$ cat src/rtl/rally_ctrl.sv
// rally_ctrl: two-player rally scoring FSM (serve, rally, point pause, game over).
module rally_ctrl #(
  parameter int FLOOR_Y      = 413,
  parameter int MID_X        = 320,
  parameter int WIN_SCORE    = 15,
  parameter int PAUSE_CYCLES = 100000000
) (
  input  logic       clk,
  input  logic       reset,
  input  logic       frame_tick,
  input  logic [9:0] ball_x,
  input  logic [9:0] ball_y,
  input  logic       start,
  output logic [4:0] score_left,
  output logic [4:0] score_right,
  output logic       serve_req,
  output logic       serve_side,
  output logic       rally_active,
  output logic       point_pulse,
  output logic       game_over,
  output logic       winner
);
  typedef enum logic [2:0] {IDLE, SERVE, RALLY, PAUSE, OVER} state_t;
  state_t state, state_n;
  logic [26:0] cnt;
  logic land, left_court, win;
  logic [4:0] sl_inc, sr_inc;
  assign land       = (state == RALLY) && frame_tick && (ball_y >= 10'(FLOOR_Y));
  assign left_court = ball_x < 10'(MID_X);
  assign sl_inc     = score_left + 5'd1;
  assign sr_inc     = score_right + 5'd1;
  assign win        = left_court ? (sr_inc == 5'(WIN_SCORE)) : (sl_inc == 5'(WIN_SCORE));
  assign serve_req    = state == SERVE;
  assign rally_active = state == RALLY;
  assign game_over    = state == OVER;
  always_ff @(posedge clk)
    if (reset) state <= IDLE;
    else       state <= state_n;
  always_comb begin
    state_n = state;
    unique case (state)
      IDLE:    state_n = start ? SERVE : IDLE;
      SERVE:   state_n = RALLY;
      RALLY:   state_n = land ? (win ? OVER : PAUSE) : RALLY;
      PAUSE:   state_n = (cnt == 27'(PAUSE_CYCLES - 1)) ? SERVE : PAUSE;
      OVER:    state_n = start ? SERVE : OVER;
      default: state_n = IDLE;
    endcase
  end
  always_ff @(posedge clk) begin
    if (reset) begin
      score_left  <= '0;
      score_right <= '0;
      serve_side  <= 1'b1;
      winner      <= 1'b0;
      cnt         <= '0;
      point_pulse <= 1'b0;
    end else begin
      point_pulse <= land;
      cnt         <= (state == PAUSE) ? cnt + 27'd1 : '0;
      if (land) begin
        if (left_court) score_right <= sr_inc;
        else            score_left  <= sl_inc;
        serve_side <= left_court;
        if (win) winner <= left_court;
      end
      // new game keeps serve_side so the loser of the final point receives
      if (state == OVER && start) begin
        score_left  <= '0;
        score_right <= '0;
      end
    end
  end
endmodule
$ cat config.mk
export PLATFORM = sky130hd
export DESIGN_NAME = rally_ctrl
export DESIGN_NICKNAME = d
export VERILOG_FILES = /design/src/rtl/rally_ctrl.sv
export SDC_FILE = /design/constraint.sdc
export NUM_CORES = 1
export LEC_CHECK = 0
export ABC_AREA = 1
export CORE_ASPECT_RATIO = 0.8
export CORE_MARGIN = 2
export CORE_UTILIZATION = 55
export CTS_BUF_LIST = sky130_fd_sc_hd__clkbuf_8
export CTS_CLUSTER_DIAMETER = 30
export CTS_CLUSTER_SIZE = 8
export DETAILED_ROUTE_END_ITERATION = 8
export GPL_ROUTABILITY_DRIVEN = 1
export PLACE_DENSITY = 0.82
export SYNTH_ARGS = -nofsm -noshare
export SYNTH_HDL_FRONTEND = slang
export SYNTH_SLANG_ARGS = --single-unit
$ cat constraint.sdc
create_clock -name clk -period 1.8 [get_ports clk]
set_input_delay 0.18 -clock clk [delete_from_list [all_inputs] [get_ports clk]]
set_output_delay 0.18 -clock clk [all_outputs]
set_load 0.03 [all_outputs]
* After elaboration in Yosys (flattened, before gate mapping)
Cells that the tools add are included.
** Cells by class
- $add $sub $neg :: 3
- Multipliers :: 0
- Div/mod/pow operators :: 0
- Order comparisons :: 2
- Eq/ne operators :: 7
- Shifts and indexed selects :: 0
- Mux-type cells :: 7
- Bitwise logic cells :: 2
- Reductions and logical operators :: 9
** Operator list (number)
- 27-bit by 1-bit adder with 27-bit output, second input constant :: 1
- 27-bit == test, second input constant :: 1
- 3-bit case mux with 5 select lines :: 1
- 5-bit by 1-bit adder with 5-bit output, second input constant :: 2
- 5-bit by 4-bit == test with 1-bit output, second input constant :: 2
- 10-bit by 9-bit >= comparator with 1-bit output, second input constant :: 1
- 10-bit by 9-bit < comparator with 1-bit output, second input constant :: 1
- 3-bit 2-to-1 mux :: 3
- 3-bit by 2-bit == test with 1-bit output, second input constant :: 2
- 2-bit AND reduction :: 3
- 2-bit OR reduction :: 2
- 3-bit by 1-bit == test with 1-bit output, second input constant :: 1
- 3-bit == test, second input constant :: 1
- 1-bit logical AND :: 3
- 3-bit zero test :: 1
- 1-bit 2-to-1 mux :: 2
- 2-bit 2-to-1 mux :: 1
- 1-bit inverter :: 2
** Word-level totals
- Register bits :: 43
- Latch bits :: 0
- RAM bits :: 0
- Bits in read-only memories :: 0
- Logic and storage cells :: 37
- Memories kept :: 0

* Longest topological paths before layout
Gate-level depths: netlist of run 1.
- Depth after elaboration :: 6
- Depth in mapped cells :: 10

* Worst setup path before layout of run 1
Ideal clock, no wire load.
- Path type :: reg2reg
- Start :: reg score_right[0]
- End :: reg state[1]
- Setup time :: 0.070 ns
- Data arrival time :: 1.559 ns
- Data required time :: 1.730 ns
- Setup slack :: 0.171 ns
- Stages on the path, launching flop included :: 10
- Period minus slack after synthesis :: 1.629 ns
- Cell sequence :: dfxtp_1 -> ha_1 -> nand2_1 -> o21ai_0 -> nand2_1 -> nand3_1 -> nand2_1 -> nand2_1 -> nand2_1 -> a21oi_1
** On the way
- Word-level cells in the longest chain between the ends :: 6
** RTL lines
- from (decl) :: line 15 : output logic [4:0] score_right,
- from (signal assigned) :: line 62 : if (left_court) score_right <= sr_inc;
- 5-bit by 1-bit adder with 5-bit output :: line 31 : assign sr_inc = score_right + 5'd1;
- 5-bit by 4-bit == test with 1-bit output :: line 32 : assign win = left_court ? (sr_inc == 5'(WIN_SCORE)) : (sl_inc == 5'(WIN_SCORE));
- 1-bit 2-to-1 mux :: line 32
- 3-bit 2-to-1 mux (2 in series) :: line 44 : RALLY: state_n = land ? (win ? OVER : PAUSE) : RALLY;
- 3-bit case mux with 5 select lines :: line 41 : unique case (state)
- to (signal assigned) :: line 38 : else state <= state_n;
- to (decl) :: line 24 : state_t state, state_n;
No other way between the ends.
A chain may end at the register's enable or synchronous reset.

* Worst setup path in the final report of run 1
- Start :: reg score_right[1]
- End :: reg state[1]
Same word-level chain as after synthesis.

==> results.cfg, run 1 <==
[timing]
rsz0062_at_grt = false
finalWorstSetupSlack_ns = 0.1084
drv_slew = 0
setup_viol = 0
max_freq_mhz = 591.2
finalCritPeriodShare = 0.9398
hold_viol_final = 0
clock_skew_ns = 0.01035
worst_pin_slew_ns = 0.3445
tns_ns = 0
slew_headroom = 0.7696
fin_crit_ns = 1.692

[clock_network]
clk_pin_slew_ns = 0.09
cts_buffers = 5
clock_path_buffers = 2
htreeDepth = 2
cts_tree = built
clk_latency_ns = 0.31
clock_sinks = 43
cts_root_buf = clkbuf_8
cts_setup_buffers = 0

[power]
p_sw_uw = 439.4
vdd_drop_max_mv = 0.4580
p_sw_frac = 0.2287
leakagePower_uw = 0.001069
pwr-share-comb = 0.079
fin_total_pwr_uw = 1922
seqPwrFrac = 0.507
p_clk_frac = 0.414
p_int_uw = 1482
powerDensity_mw_per_mm2 = 666.6

[finish]
area_growth_pct = 23.54
layoutNonFillerInstCount = 449
nets = 418
layout-drive-gt1-share = 0.1097
diodes = 0
utilization = 0.6988

[setup_path]
cp-endpoint = state[1]
start_kind = flip-flop
path_class = flip-flop to flip-flop
cp_max_fo = 5
reg2reg_depth = 9
crit_start = score_right[1]
r2r_start = score_right[1]
cp.required_ns = 2.03
crit_arrival_ns = 1.92
r2r_end = state[1]
endpoint_kind = flip-flop
ff2ff_setup_slack_ns = 0.11

[global_routing]
grt.busiest_layer = met2
met1_usage = 0.3291
use_met2 = 0.3827
grt_pass1_wl_um = 9570
grt-ovfl-total = 0
met3_usage = 0.04651
grt.total_usage = 0.2460
grt_pass1_vias = 2233
grt_max_degree = 15
antenna_found_initial = 0

[drt]
wl_um = 5379
routedWlPerCell_um = 11.98
dr.first_iter.drc_count = 180
drt_pass1_iterations = 4
dr_total_vias = 2338
viasPerCell = 5.207
antenna_left = 0
post-route-drc-count = 0

[synth]
yosysTopAreaCell = dfxtp_1
synth-simple-area-share = 0.3861
syn_area_mm2 = 0.002333
synth_edf_count = 0
yosys-top-cells-count = nand2_1 (66), nor2_1 (55), inv_1 (53), dfxtp_1 (43), a21oi_1 (23)
yosysWarnings = 0
synth-seq-cells = 43
ys.flop_type = dfxtp_1
synth-async-reset-ratio = 0
synthXorXnorAreaFrac = 0.01126
yosysMostFrequentCell = nand2_1
synthAdderAreaFrac = 0.01609
syn_inst = 347
synth_mux_area_frac = 0
yosys.cell_types.count = 31
synth_compound_area_frac = 0.1244
synth_area_leaders = dfxtp_1 (37%), nand2_1 (11%), nor2_1 (8.8%)
synth.avg_cell_area_um2 = 6.725
synth_seq_area_share = 0.3689
yosysTopAreaCellShare = 0.3689
synth_nets = 374
synth_top_family_by_area = simple AND/OR/NAND/NOR gates

[floorplanning]
die-area_mm2 = 0.004783
core_mm2 = 0.004125
initial_utilization = 0.5657
die_w_um = 76.83
fp.dieH_um = 62.26
num_rows = 21
ioPinCount = 40

[place]
place_ws_ns = 0.1183
port_buffers = 33
dp_hpwl_um = 4122
globalplace.congestion = 0.8524
dpl.cell_count = 441

[run_status]
status = complete, no violations

[job]
maxCapViolations = 0

[min_path]
hold_depth = 2
min_path_type = flip-flop to flip-flop
==> state kept, by name, summed over array words and instances (netlist names) <==
register and cells:
score_right 5, cnt 27, state 3, winner 1, score_left 5, point_pulse 1
serve_side 1
==> layer usage <==
layer / routed length (um) / part of all wire
met1: 2618 / 0.49
met2: 2317 / 0.43
met3: 356 / 0.066
met4: 87 / 0.016
met5: 0 / 0
==> power by group through the flow <==
| stage | logic [uW] | clock network (uW) | registers, uW |
|---|---|---|---|
| 6_report | 152 | 796 | 973 |
| 5_1_grt | 168 | 847 | 975 |
| 4_1_cts | 153 | 804 | 973 |
| 3_5_place_dp | 154 | 0 | 996 |
| 3_3_place_gp | 151 | 0 | 995 |
| 2_1_floorplan | 65.2 | 0 | 1010 |
==> area by class of cell <==
type,instances,area (um^2)
multi-input cells,247,1255
fillers,332,1242
flip-flops and latches,43,860.8
repair buffers,39,371.6
inverters,55,206.4
clock buffers,6,82.58
well taps,57,71.32
clock inverters,2,35.03
==> stage by stage <==
step	instance area [um^2]	hold WS [ns]
after CTS	2883	0.4857
after floorplan	2333	0.2491
after detailed placement	2769	0.4615
final	2883	0.4850
after global routing	2883	0.5120
after global placement	2769	0.4629
==> cell families (layout without fill, tap and decap cells) <==
family,count (synthesis),after routing
AND/OR/NAND/NOR,188,188
buffers and inverters,57,102
AO/OA/AOI/OAI,53,53
flip-flops,43,43
adder cells (fa/ha/maj),3,3
XOR/XNOR,3,3
==> timing repair <==
action	CTS	global route
resized for setup	3	0
hold buffers	0	0
hold endpoints to repair	0	0
endpoints found under the setup margin	3	0
==> worst min path at each step <==
stage	startpoint	endpoint	slack, ns
floorplan	reset	state[1]	0.25
global placement	serve_side	serve_side	0.46
detailed placement	serve_side	serve_side	0.46
CTS	serve_side	serve_side	0.49
global route	cnt[15]	cnt[15]	0.51
finish	serve_side	serve_side	0.49
==> critical path, stage by stage, from the launching register on <==
cell	delay, ns
dfxtp_1	0.41
ha_1	0.23
nand2_1	0.11
o21ai_0	0.23
nand2_1	0.08
nand3_1	0.09
nand2_1	0.12
nand2_1	0.12
nand2_1	0.06
a21oi_1	0.15
==> placed cells by master (no fill, tap or decap), drive strengths merged, types with 12 or more instances in the layout <==
cell           count
a21oi             25
clkdlybuf4s50     30
dfxtp             43
inv               55
nand2             72
nand3             24
nand4             12
nor2              64
nor3              12
o21ai             24
(Power assumes the default switching activity.)
==> run 2, diff against run 1 <==
PLACE_DENSITY = unset   (was 0.82)
PLACE_DENSITY_LB_ADDON = 0.05   (was unset)
SLEW_MARGIN = 0   (was unset)
==> run 2 against run 1 <==
Maximum frequency up 2.1%; clock-buffer cell count down 1; non-clock buffer count unchanged; setup slack better by 0.035 ns; sequential power about the same; core utilization down 1.1 points; worst hold slack worse by 0.0030 ns; design area down 1.6%; global-route usage down 1.4 points; critical endpoint is now score_right[2]; wire length down 4.3%; combinational power about the same.
==> results.cfg, run 2 (same netlist as run 1, synthesis figures left out) <==
[run_status]
status = complete, no violations

[drt]
drt_pass1_iterations = 4
antenna_left = 0
post-route-drc-count = 0
dr_total_vias = 2274
wl_um = 5148
routedWlPerCell_um = 11.52
viasPerCell = 5.087
dr.first_iter.drc_count = 127

[global_routing]
grt-ovfl-total = 0
antenna_found_initial = 0
met3_usage = 0.04651
met1_usage = 0.3346
grt.busiest_layer = met2
grt_pass1_wl_um = 9101
use_met2 = 0.3509
grt.total_usage = 0.2315
grt_max_degree = 15
grt_pass1_vias = 2102

[finish]
nets = 418
mostFrequentLayoutCell = nand2_1
diodes = 0
largest_reg_flops = 27
top_regs = cnt: 27 flops, score_left: 5 flops, score_right: 5 flops
layout-drive-gt1-share = 0.1026
area_growth_pct = 21.61
layoutNonFillerInstCount = 447
final_cell_mix = nand2_1 (66), nor2_1 (55), inv_1 (54)
final_cell_area_mm2 = 0.002838
largest-register = cnt
utilization = 0.6879

[setup_path]
endpoint_kind = primary output
cp_max_fo = 7
slowest_delay_ns = 0.72
cp.required_ns = 1.62
crit_path_cell_trace = clkdlybuf4s50_1
slowest_stage = clkdlybuf4s50_1
crit_arrival_ns = 1.48
cpLargestDelayFamily = buffers and inverters
cp_num_buf_inv = 1
start_kind = flip-flop
path_class = flip-flop to primary output

[place]
post_dp_cell_area_mm2 = 0.002769
dpl.cell_count = 441
place_ws_ns = 0.05220
globalplace.congestion = 0.8451
port_buffers = 33
dp_hpwl_um = 4050

[power]
powerDensity_mw_per_mm2 = 592.4
leakagePower_uw = 0.001049
vdd_drop_max_mv = 0.4921

[clock_network]
cts_tree = built
cts_root_buf = clkbuf_8
clk_latency_ns = 0.29
htreeDepth = 2
clock_sinks = 43
clk_pin_slew_ns = 0.08
clock_path_buffers = 2
cts_buffers = 5

[timing]
worst_pin_slew_ns = 0.3595
rsz0062_at_grt = false
hold_viol_final = 0
clock_skew_ns = 0.009128
finalWorstSetupSlack_ns = 0.1431
drv_slew = 0
setup_viol = 0
fin_crit_ns = 1.657
slew_headroom = 0.7585
max_freq_mhz = 603.5
finalCritPeriodShare = 0.9205
tns_ns = 0

[floorplanning]
fp.dieH_um = 62.26
core_mm2 = 0.004125
ioPinCount = 40
die-area_mm2 = 0.004783
initial_utilization = 0.5657
die_w_um = 76.83
num_rows = 21

[min_path]
min_path_type = flip-flop to flip-flop

[job]
maxCapViolations = 0
## run 2: changes by cell type in the layout (fill, tap and decap cells not counted), sizes merged
cell and change:
clkinv -1, bufinv -1, clkbuf -1, inv +1
## run 2: final timing paths
path / start / end / slack (ns) / cells after the start
max: score_right[2] / score_right[2] / 0.14 / 1
min: cnt[26] / cnt[26] / 0.48 / 2
max reg2reg: cnt[1] / cnt[22] / 0.20 / 10
min reg2reg: cnt[26] / cnt[26] / 0.48 / 2
## run 2: power breakdown
group	leakage [uW]	internal, uW	total, uW	switching [uW]
Sequential	0.000347	961	974	12.4
Clock	0.0000413	253	557	304
Combinational	0.000661	72.1	150	77.9
Total	0.00105	1290	1680	394
## run 2: routing by layer
layer | part of all wire | up-vias
met2 | 0.41 | 63
met3 | 0.053 | 7
met5 | 0 | -
met1 | 0.52 | 1004
li1 | - | 1200
met4 | 0.012 | 0
## run 2: per-stage QoR
stage                     hold WS, ns  total power, uW
after floorplan                0.2491             1071
after global placement         0.4618             1146
after detailed placement       0.4706             1149
after CTS                      0.4812             1695
after global routing           0.5126             1749
final                          0.4820             1681
## run 2: worst min-delay path, cell delays in order (launching register included)
cell and delay, ns:
dfxtp_1 0.32, nand2_1 0.06, a21oi_1 0.05
## run 2: what timing repair did
action / 4_1_cts / 5_1_grt
hold buffers: 0 / 0
resized for setup: 3 / 0
endpoints found under the hold margin: 0 / 0
setup endpoints to repair: 3 / 0
setup buffers: 0 / 0
## run 2: layout make-up
type	count	area [um^2]
fill	375	1287
inverter	55	206.4
timing repair buffer	39	371.6
multi-input combinational	247	1255
tap	57	71.32
clock inverter	1	3.754
clock buffer	5	68.82
sequential	43	860.8
==> run 3, diff against run 2 <==
CORE_MARGIN = unset   (was 2)
==> run 3 against run 2 <==
Sequential power about the same; critical path depth rose by 4; total power increased by 20%; core utilization grew 4.5 points; global-route usage rose by 3.4 points; maximum frequency rose by 0.30%; clock power increased by 60%; clock skew decreased by 0.0015 ns; cell count shrank 0.45%; wire length rose by 4.1%.
==> results.cfg, run 3 (same netlist as run 1, synthesis figures left out) <==
[timing]
slew_headroom = 0.7617
drv_slew = 0
setup_viol = 0
hold_viol_final = 0
finalHoldWorstSlack_ns = 0.4868
rsz0062_at_grt = false
finalCritPeriodShare = 0.9177
clock_skew_ns = 0.007641
fin_crit_ns = 1.652
worst_pin_slew_ns = 0.3547
max_freq_mhz = 605.4

[setup_path]
endpoint_kind = primary output
slowest_delay_ns = 0.42
cpLargestDelayFamily = buffers and inverters
path_class = flip-flop to primary output
crit_arrival_ns = 1.47
start_kind = flip-flop
cp.required_ns = 1.62
cp_num_buf_inv = 3
cp_max_fo = 3
slowest_stage = dfxtp_1
crit_path_cell_trace = inv_1 -> nor2_1 -> inv_1 -> nor2_1 -> dlygate4sd2_1

[power]
p_int_uw = 1581
p_sw_frac = 0.2159
leakagePower_uw = 0.001066
vdd_drop_max_mv = 0.5003
powerDensity_mw_per_mm2 = 700.1
p_sw_uw = 435.4
pwr-share-comb = 0.075
seqPwrFrac = 0.483
fin_total_pwr_uw = 2016
p_clk_frac = 0.442

[finish]
mostFrequentLayoutCell = nand2_1
layoutNonFillerInstCount = 445
top_regs = cnt: 27 flops, score_left: 5 flops, score_right: 5 flops
seq_area_um2 = 860.8
multi_input_area_mm2 = 0.001255
largest_reg_flops = 27
final_cell_mix = nand2_1 (66), nor2_1 (55), inv_1 (54)
area_growth_pct = 23.43
fill_cells = 343
diodes = 0
nets = 416
largest-register = cnt
layout-drive-gt1-share = 0.1026

[floorplanning]
die_w_um = 74.83
die-area_mm2 = 0.004509
num_rows = 20
core_mm2 = 0.003929
ioPinCount = 40
initial_utilization = 0.5939
fp.dieH_um = 60.26

[clock_network]
clk_latency_ns = 0.30
htreeDepth = 2
cts_buffers = 5
clk_pin_slew_ns = 0.08
cts_setup_buffers = 0
clock_path_buffers = 2
clock_sinks = 43
cts_tree = built
cts_root_buf = clkbuf_8

[drt]
wl_met3_um = 273
routedWlPerCell_um = 12.04
wl_met2_um = 2224
viasPerCell = 5.106
wl_met1_um = 2824
antenna_left = 0
top_layer = met4
dr_total_vias = 2272
wl_um = 5358
post-route-drc-count = 0
drt_pass1_iterations = 4
dr.first_iter.drc_count = 176

[global_routing]
grt_max_degree = 15
grt_pass1_wl_um = 8997
grt-ovfl-total = 0
grt.total_usage = 0.2654
grt_pass1_vias = 1974
antenna_found_initial = 0

[place]
port_buffers = 33
globalplace.congestion = 0.8569
dpl.cell_count = 437
dp_hpwl_um = 4005

[job]
maxCapViolations = 0

[run_status]
status = complete, no violations

[min_path]
min_path_type = flip-flop to flip-flop
-- run 3: worst paths after layout --
kind,startpoint,endpoint,slack [ns],cells after the start
worst max-delay path,state[0],serve_req,0.15,5
worst min-delay path,serve_side,serve_side,0.49,2
worst max register to register,score_right[0],state[1],0.16,9
worst min register to register,serve_side,serve_side,0.49,2
-- run 3: worst min-delay path, cell delays in order, from the launching register on --
cell and delay, ns:
dfxtp_1 0.33, nand2_1 0.05, nand3_1 0.07
-- run 3: metrics by stage --
step,utilization,TNS (ns),setup WS (ns),cell area (um^2)
2_1_floorplan,-,0,0.1710,2333
3_3_place_gp,0.7003,0,0.04383,2751
3_5_place_dp,0.7003,-0.01722,-0.01722,2751
4_1_cts,0.7331,0,0.1451,2880
5_1_grt,0.7331,0,0.006781,2880
6_report,0.7331,0,0.1481,2880
-- run 3: timing repair --
action,CTS,global route
setup endpoints to repair,3,0
endpoints found under the hold margin,0,0
hold buffers,0,0
gates resized for setup,3,0
-- run 3: power by group through the flow --
stage | Combinational (uW) | Clock, uW | Sequential [uW]
4_1_cts | 151 | 899 | 973
3_3_place_gp | 150 | 0 | 995
5_1_grt | 166 | 950 | 976
2_1_floorplan | 65.2 | 0 | 1010
6_report | 151 | 892 | 973
3_5_place_dp | 152 | 0 | 995
-- run 3: final cells by class --
cell class,instances,area share
Clock buffer,5,0.02389
Clock inverter,3,0.02215
Inverter,55,0.07168
Multi-Input combinational cell,247,0.4357
Tap cell,55,0.02389
Sequential cell,43,0.2989
Timing Repair Buffer,37,0.1238
-- run 3: per-layer routing --
layer  vias to the layer above  global-route usage
met2                        50              0.4028
li1                       1198                   -
met4                         0             0.07547
met1                      1020              0.3799
met3                         4             0.05228
met5                         -                   0
